==> src/rtl/dm_pkg.sv <==
// Shared DataMem pointer-table definitions: widths, temp-slot base, lookup FSM states.
package dm_pkg;

    localparam int PTR_W        = 3;
    localparam int ADDR_W       = 10;
    localparam int DM_TEMP_BASE = 64;
    localparam int DEPTH        = 2 ** PTR_W;

    typedef logic [PTR_W-1:0]  ptr_t;
    typedef logic [ADDR_W-1:0] dm_addr_t;

    typedef enum logic [1:0] {
        IDLE = 2'd0,
        SCAN = 2'd1,
        DONE = 2'd2
    } lk_state_t;

    // Reset address of temp slot idx, truncated to the DataMem address width.
    function automatic dm_addr_t temp_addr(input int unsigned idx);
        return dm_addr_t'(DM_TEMP_BASE + idx);
    endfunction

endpackage

==> src/rtl/dm_ptr_table_if.sv <==
// Bus bundle for the pointer table: forward lookup, writer port, reverse-lookup handshake.
interface dm_ptr_table_if;
    import dm_pkg::*;

    ptr_t     ptr;
    dm_addr_t target;
    logic     wr_en;
    ptr_t     wr_ptr;
    dm_addr_t wr_addr;
    logic     lk_req;
    dm_addr_t lk_addr;
    logic     lk_busy;
    logic     lk_done;
    logic     lk_hit;
    ptr_t     lk_ptr;

    modport master (
        output ptr, wr_en, wr_ptr, wr_addr, lk_req, lk_addr,
        input  target, lk_busy, lk_done, lk_hit, lk_ptr
    );

    modport slave (
        input  ptr, wr_en, wr_ptr, wr_addr, lk_req, lk_addr,
        output target, lk_busy, lk_done, lk_hit, lk_ptr
    );

endinterface

==> src/rtl/dm_ptr_table.sv <==
// Programmable pointer table for the DataMem temp region with combinational forward
// lookup and a sequential ascending-scan reverse lookup (address -> lowest pointer).
module dm_ptr_table
    import dm_pkg::*;
(
    input  logic           clk,
    input  logic           reset_n,
    dm_ptr_table_if.slave  bus
);

    localparam ptr_t LAST_IDX = {PTR_W{1'b1}};

    if (DM_TEMP_BASE + DEPTH > 2 ** ADDR_W) begin : g_base_range_bad
        $error("dm_ptr_table: temp region exceeds DataMem address space");
    end

    dm_addr_t  table_r [DEPTH];
    lk_state_t state_r, state_s;
    ptr_t      idx_r, idx_s;
    dm_addr_t  key_r, key_s;
    logic      hit_r, hit_s;
    ptr_t      lkptr_r, lkptr_s;
    logic      busy_r, done_r;

    // Forward lookup: no bypass, a write shows up after its edge.
    assign bus.target  = table_r[bus.ptr];
    assign bus.lk_busy = busy_r;
    assign bus.lk_done = done_r;
    assign bus.lk_hit  = hit_r;
    assign bus.lk_ptr  = lkptr_r;

    // Table storage: reset to the standard temp slots, retargeted by the writer port.
    always_ff @(posedge clk or negedge reset_n) begin
        if (!reset_n) begin
            for (int i = 0; i < DEPTH; i++) begin
                table_r[i] <= temp_addr(i);
            end
        end else if (bus.wr_en) begin
            table_r[bus.wr_ptr] <= bus.wr_addr;
        end
    end

    // Reverse-lookup state, scan index, key and result registers.
    always_ff @(posedge clk or negedge reset_n) begin
        if (!reset_n) begin
            state_r <= IDLE;
            idx_r   <= '0;
            key_r   <= '0;
            hit_r   <= 1'b0;
            lkptr_r <= '0;
            busy_r  <= 1'b0;
            done_r  <= 1'b0;
        end else begin
            state_r <= state_s;
            idx_r   <= idx_s;
            key_r   <= key_s;
            hit_r   <= hit_s;
            lkptr_r <= lkptr_s;
            busy_r  <= (state_s != IDLE);
            done_r  <= (state_s == DONE);
        end
    end

    // Next-state logic; the compare sees the table value present before any same-edge write.
    always_comb begin
        state_s = state_r;
        idx_s   = idx_r;
        key_s   = key_r;
        hit_s   = hit_r;
        lkptr_s = lkptr_r;
        case (state_r)
            IDLE: begin
                if (bus.lk_req) begin
                    key_s   = bus.lk_addr;
                    idx_s   = '0;
                    hit_s   = 1'b0;
                    lkptr_s = '0;
                    state_s = SCAN;
                end else begin
                    state_s = IDLE;
                end
            end
            SCAN: begin
                if (table_r[idx_r] == key_r) begin
                    hit_s   = 1'b1;
                    lkptr_s = idx_r;
                    state_s = DONE;
                end else if (idx_r == LAST_IDX) begin
                    hit_s   = 1'b0;
                    lkptr_s = '0;
                    state_s = DONE;
                end else begin
                    idx_s   = idx_r + ptr_t'(1);
                end
            end
            DONE: begin
                state_s = IDLE;
            end
            default: begin
                state_s = IDLE;
            end
        endcase
    end

endmodule

==> src/flat_wrapper.sv <==
// flat-port wrapper written by rule: the top's interface ports become plain ports
module dm_ptr_table_flat import dm_pkg::*;
  (clk, reset_n, bus_ptr, bus_wr_en, bus_wr_ptr, bus_wr_addr, bus_lk_req, bus_lk_addr, bus_target, bus_lk_busy, bus_lk_done, bus_lk_hit, bus_lk_ptr);
  dm_ptr_table_if bus_i ();
  input  logic clk;
  input  logic reset_n;
  input wire logic [$bits(bus_i.ptr)-1:0] bus_ptr;
  input wire logic [$bits(bus_i.wr_en)-1:0] bus_wr_en;
  input wire logic [$bits(bus_i.wr_ptr)-1:0] bus_wr_ptr;
  input wire logic [$bits(bus_i.wr_addr)-1:0] bus_wr_addr;
  input wire logic [$bits(bus_i.lk_req)-1:0] bus_lk_req;
  input wire logic [$bits(bus_i.lk_addr)-1:0] bus_lk_addr;
  output wire logic [$bits(bus_i.target)-1:0] bus_target;
  output wire logic [$bits(bus_i.lk_busy)-1:0] bus_lk_busy;
  output wire logic [$bits(bus_i.lk_done)-1:0] bus_lk_done;
  output wire logic [$bits(bus_i.lk_hit)-1:0] bus_lk_hit;
  output wire logic [$bits(bus_i.lk_ptr)-1:0] bus_lk_ptr;
  assign bus_i.ptr = bus_ptr;
  assign bus_i.wr_en = bus_wr_en;
  assign bus_i.wr_ptr = bus_wr_ptr;
  assign bus_i.wr_addr = bus_wr_addr;
  assign bus_i.lk_req = bus_lk_req;
  assign bus_i.lk_addr = bus_lk_addr;
  assign bus_target = bus_i.target;
  assign bus_lk_busy = bus_i.lk_busy;
  assign bus_lk_done = bus_i.lk_done;
  assign bus_lk_hit = bus_i.lk_hit;
  assign bus_lk_ptr = bus_i.lk_ptr;
  dm_ptr_table u_core (.clk(clk), .reset_n(reset_n), .bus(bus_i));
endmodule
==> config.mk <==
export PLATFORM = sky130hd
export DESIGN_NAME = dm_ptr_table_flat
export DESIGN_NICKNAME = d
export VERILOG_FILES = /design/src/rtl/dm_pkg.sv /design/src/rtl/dm_ptr_table_if.sv /design/src/rtl/dm_ptr_table.sv /design/src/flat_wrapper.sv
export SDC_FILE = /design/constraint.sdc
export NUM_CORES = 1
export LEC_CHECK = 0
export CORE_MARGIN = 2
export CORE_UTILIZATION = 50
export DETAILED_ROUTE_END_ITERATION = 12
export PLACE_DENSITY_LB_ADDON = 0.12
export REMOVE_ABC_BUFFERS = 1
export SKIP_CTS_REPAIR_TIMING = 1
export SLEW_MARGIN = 5
export SYNTH_ARGS = -nofsm -noshare
export SYNTH_HDL_FRONTEND = slang
export SYNTH_SLANG_ARGS = --single-unit
==> constraint.sdc <==
create_clock -name clk -period 5.6 [get_ports clk]
set_input_delay 1.12 -clock clk [delete_from_list [all_inputs] [get_ports clk]]
set_output_delay 1.12 -clock clk [all_outputs]
set_load 0.005 [all_outputs]
==> impl_metrics.toml <==
[global_routing]
groute.usage.overall_pct = 21.2
grt_pass1_vias = 3205
overflow = 0
grt_max_degree = 64
grt_pass1_wl_um = 17800
antenna_found_initial = 0

[setup_path]
path_max_fanout = 20
cp.arrival_ns = 3.25
worst_setup_path_end_kind = "output pin"
cp-start-kind = "input pin"
crit_required_ns = 4.48
reg2reg_depth = 7
crit_type = "in -> out"

[final_layout]
drive_gt1_share_pct = 47.9
n_antenna_cell = 0
areaGrowthSynthToFinish_pct = 16.4
nets = 417

[power_and_ir_drop]
internal-power_w = 0.00195
ir_worst_vdd_mv = 0.363
pwr-share-clk_pct = 21.5
p_leak_nw = 2.46
sw_frac_of_total_pct = 30.6
switching_power_w = 0.000857
p_seq_share_pct = 38.4
power_frac_comb_pct = 40.1
pwr_density_cell_nw_per_um2 = 455

[yosys]
yosysSeqAreaShare_pct = 48.2
synth_warnings = 0
synth_cells = 340
ys_ff_latch = 101
syn_area_per_cell_um2 = 15.6
yosysUniqueCellTypes = 36
syn_area_um2 = 5290

[floorplanning]
die_x_um = 107
fp-row-count = 37
die-area_um2 = 11400
start_util_pct = 51.3
core_area_um2 = 10300
die_y_um = 107
io_pins = 46

[sta]
drv_slew = 0
setup_viol = 0
hold_viol_final = 0
holdWs_ns = 0.526
fmax_mhz = 229
maxSlewHeadroom_pct = 17.1
rsz0062_at_grt = "no"
period_share_pct = 78.0
clock_skew_ns = 0.0165
worstMarginPinSlew_ns = 1.23
fin_tns_setup_ns = 0
min_period_ns = 4.37

[routing]
postRouteAntennaNets = 0
via_per_inst = 5.91
dr_total_vias = 3111
route.detailed.drc = 0
wire_per_inst_um = 20.9
drt_iter0_drc = 164
routed_wl_um = 11000
firstDrtPassIters = 4

[clock_tree]
cts_tree = "built"
clock_latency_ns = 0.37
cts_root_buf = "clkbuf_8"
numCtsBuffers = 9
htreeDepth = 3
clock_sinks = 101
cts_buffer_depth = 2
path_clk_slew_ns = 0.09

[place]
hpwl_um = 7250
io_buffers = 45
globalplace.congestion = 0.768

[min_path]
hold_depth = 2
hold_path_class = "reg -> reg"

[job]
maxCapViolCount = 0

[run_status]
status = "finished clean"
## final timing paths
kind                                 startpoint                   end  slack (ns)
setup / recovery                     bus_ptr[0]         bus_target[7]        1.23
hold / removal             u_core.bus.lk_ptr[2]  u_core.bus.lk_ptr[2]        0.53
setup reg to reg                u_core.idx_r[0]       u_core.idx_r[1]        2.79
hold reg to reg            u_core.bus.lk_ptr[2]  u_core.bus.lk_ptr[2]        0.53
max in group asynchronous               reset_n    u_core.table_r[76]        3.74
min in group asynchronous               reset_n    u_core.table_r[77]        0.82
## critical path: stages
cell             delay [ns]
clkdlybuf4s50_1        0.45
buf_4                  0.37
mux4_2                 0.56
mux2_2                 0.28
clkdlybuf4s50_1        0.44
## placed cells by master (no fill, tap or decap), types with 4 or more instances in the layout
cell	count
and2_1	6
clkdlybuf4s50_1	44
buf_4	10
mux2i_1	12
nand4_1	4
clkbuf_8	10
nand2_1	10
xnor2_1	9
dfstp_2	20
bufinv_16	4
mux4_2	32
dfrtp_1	81
mux2_2	102
mux4_1	6
## final cells by class
cell class / count / area, µm²
clock buffer: 11 / 141
clock inverter: 5 / 129
fill: 806 / 4160
inverter: 1 / 3.75
multi-input combinational: 218 / 2650
sequential: 101 / 2550
tap: 136 / 170
timing repair buffer: 54 / 515
## stage by stage
stage               instances  instance area (µm²)  utilization, %  setup slack (ns)  power, W
global route              526                 6160            59.7              1.13   0.00297
finish                    526                 6160            59.7              1.23   0.00280
global placement          510                 5890            57.0              1.22   0.00220
CTS                       526                 6160            59.7              1.20   0.00284
detailed placement        510                 5890            57.0              1.20   0.00223
floorplan                 320                 5190               -              2.63   0.00189
## power by group through the flow
stage / sequential (W) / combinational (W) / clock [W]
after floorplan: 0.00111 / 0.000782 / 0
after global placement: 0.00108 / 0.00111 / 0
after detailed placement: 0.00109 / 0.00114 / 0
after CTS: 0.00108 / 0.00114 / 0.000614
after global routing: 0.00110 / 0.00122 / 0.000645
final: 0.00108 / 0.00112 / 0.000603
## flip-flops by register name, indices dropped and copies added (netlist names)
signal and flops:
u_core.bus.lk_busy 1, u_core.bus.lk_done 1, u_core.bus.lk_ptr 3, u_core.key_r 10, u_core.table_r 80, u_core.idx_r 3
u_core.bus.lk_hit 1, u_core.state_r 2
## kinds of logic (layout without fill, tap and decap cells)
| kind of cell | after synthesis | after routing | share of synthesized area [%] |
|---|---|---|---|
| buf+inv | 21 | 71 | 1.96 |
| mux | 154 | 154 | 41.1 |
| flops | 101 | 101 | 48.2 |
| xor+xnor | 9 | 9 | 1.49 |
| simple gates | 40 | 40 | 4.92 |
| fa+ha+maj | 2 | 2 | 0.473 |
| compound gates | 13 | 13 | 1.82 |
## routing by layer
metal  up-vias  share of wire (%)  track usage [%]
li1       1397                  -                -
met5         -                  0                0
met4         0               0.90             6.22
met3         6                4.9             4.26
met1      1632                 46             30.2
met2        76                 49             33.3
## cells in the mapped netlist, drive strengths merged
master | number | area, µm²
buf | 10 | 62.6
mux2 | 104 | 1180
o21ai | 2 | 10.0
nand2 | 10 | 37.5
nor2b | 2 | 12.5
a21oi | 1 | 5.00
clkbuf | 10 | 37.5
nor4b | 1 | 23.8
nor2 | 3 | 11.3
nand4 | 4 | 25.0
o21a | 2 | 15.0
inv | 1 | 3.75
mux4 | 38 | 878
ha | 2 | 25.0
nor3 | 4 | 25.0
nor3b | 2 | 15.0
o211ai | 3 | 22.5
dfstp | 20 | 526
and2 | 6 | 37.5
a31oi | 1 | 12.5
o21bai | 1 | 7.51
a22o | 2 | 17.5
mux2i | 12 | 120
nor4 | 1 | 21.3
and3 | 1 | 6.26
dfrtp | 81 | 2030
nand2b | 3 | 18.8
o22ai | 1 | 6.26
xnor2 | 9 | 78.8
nand4b | 3 | 26.3
(Power assumes the default switching activity.)
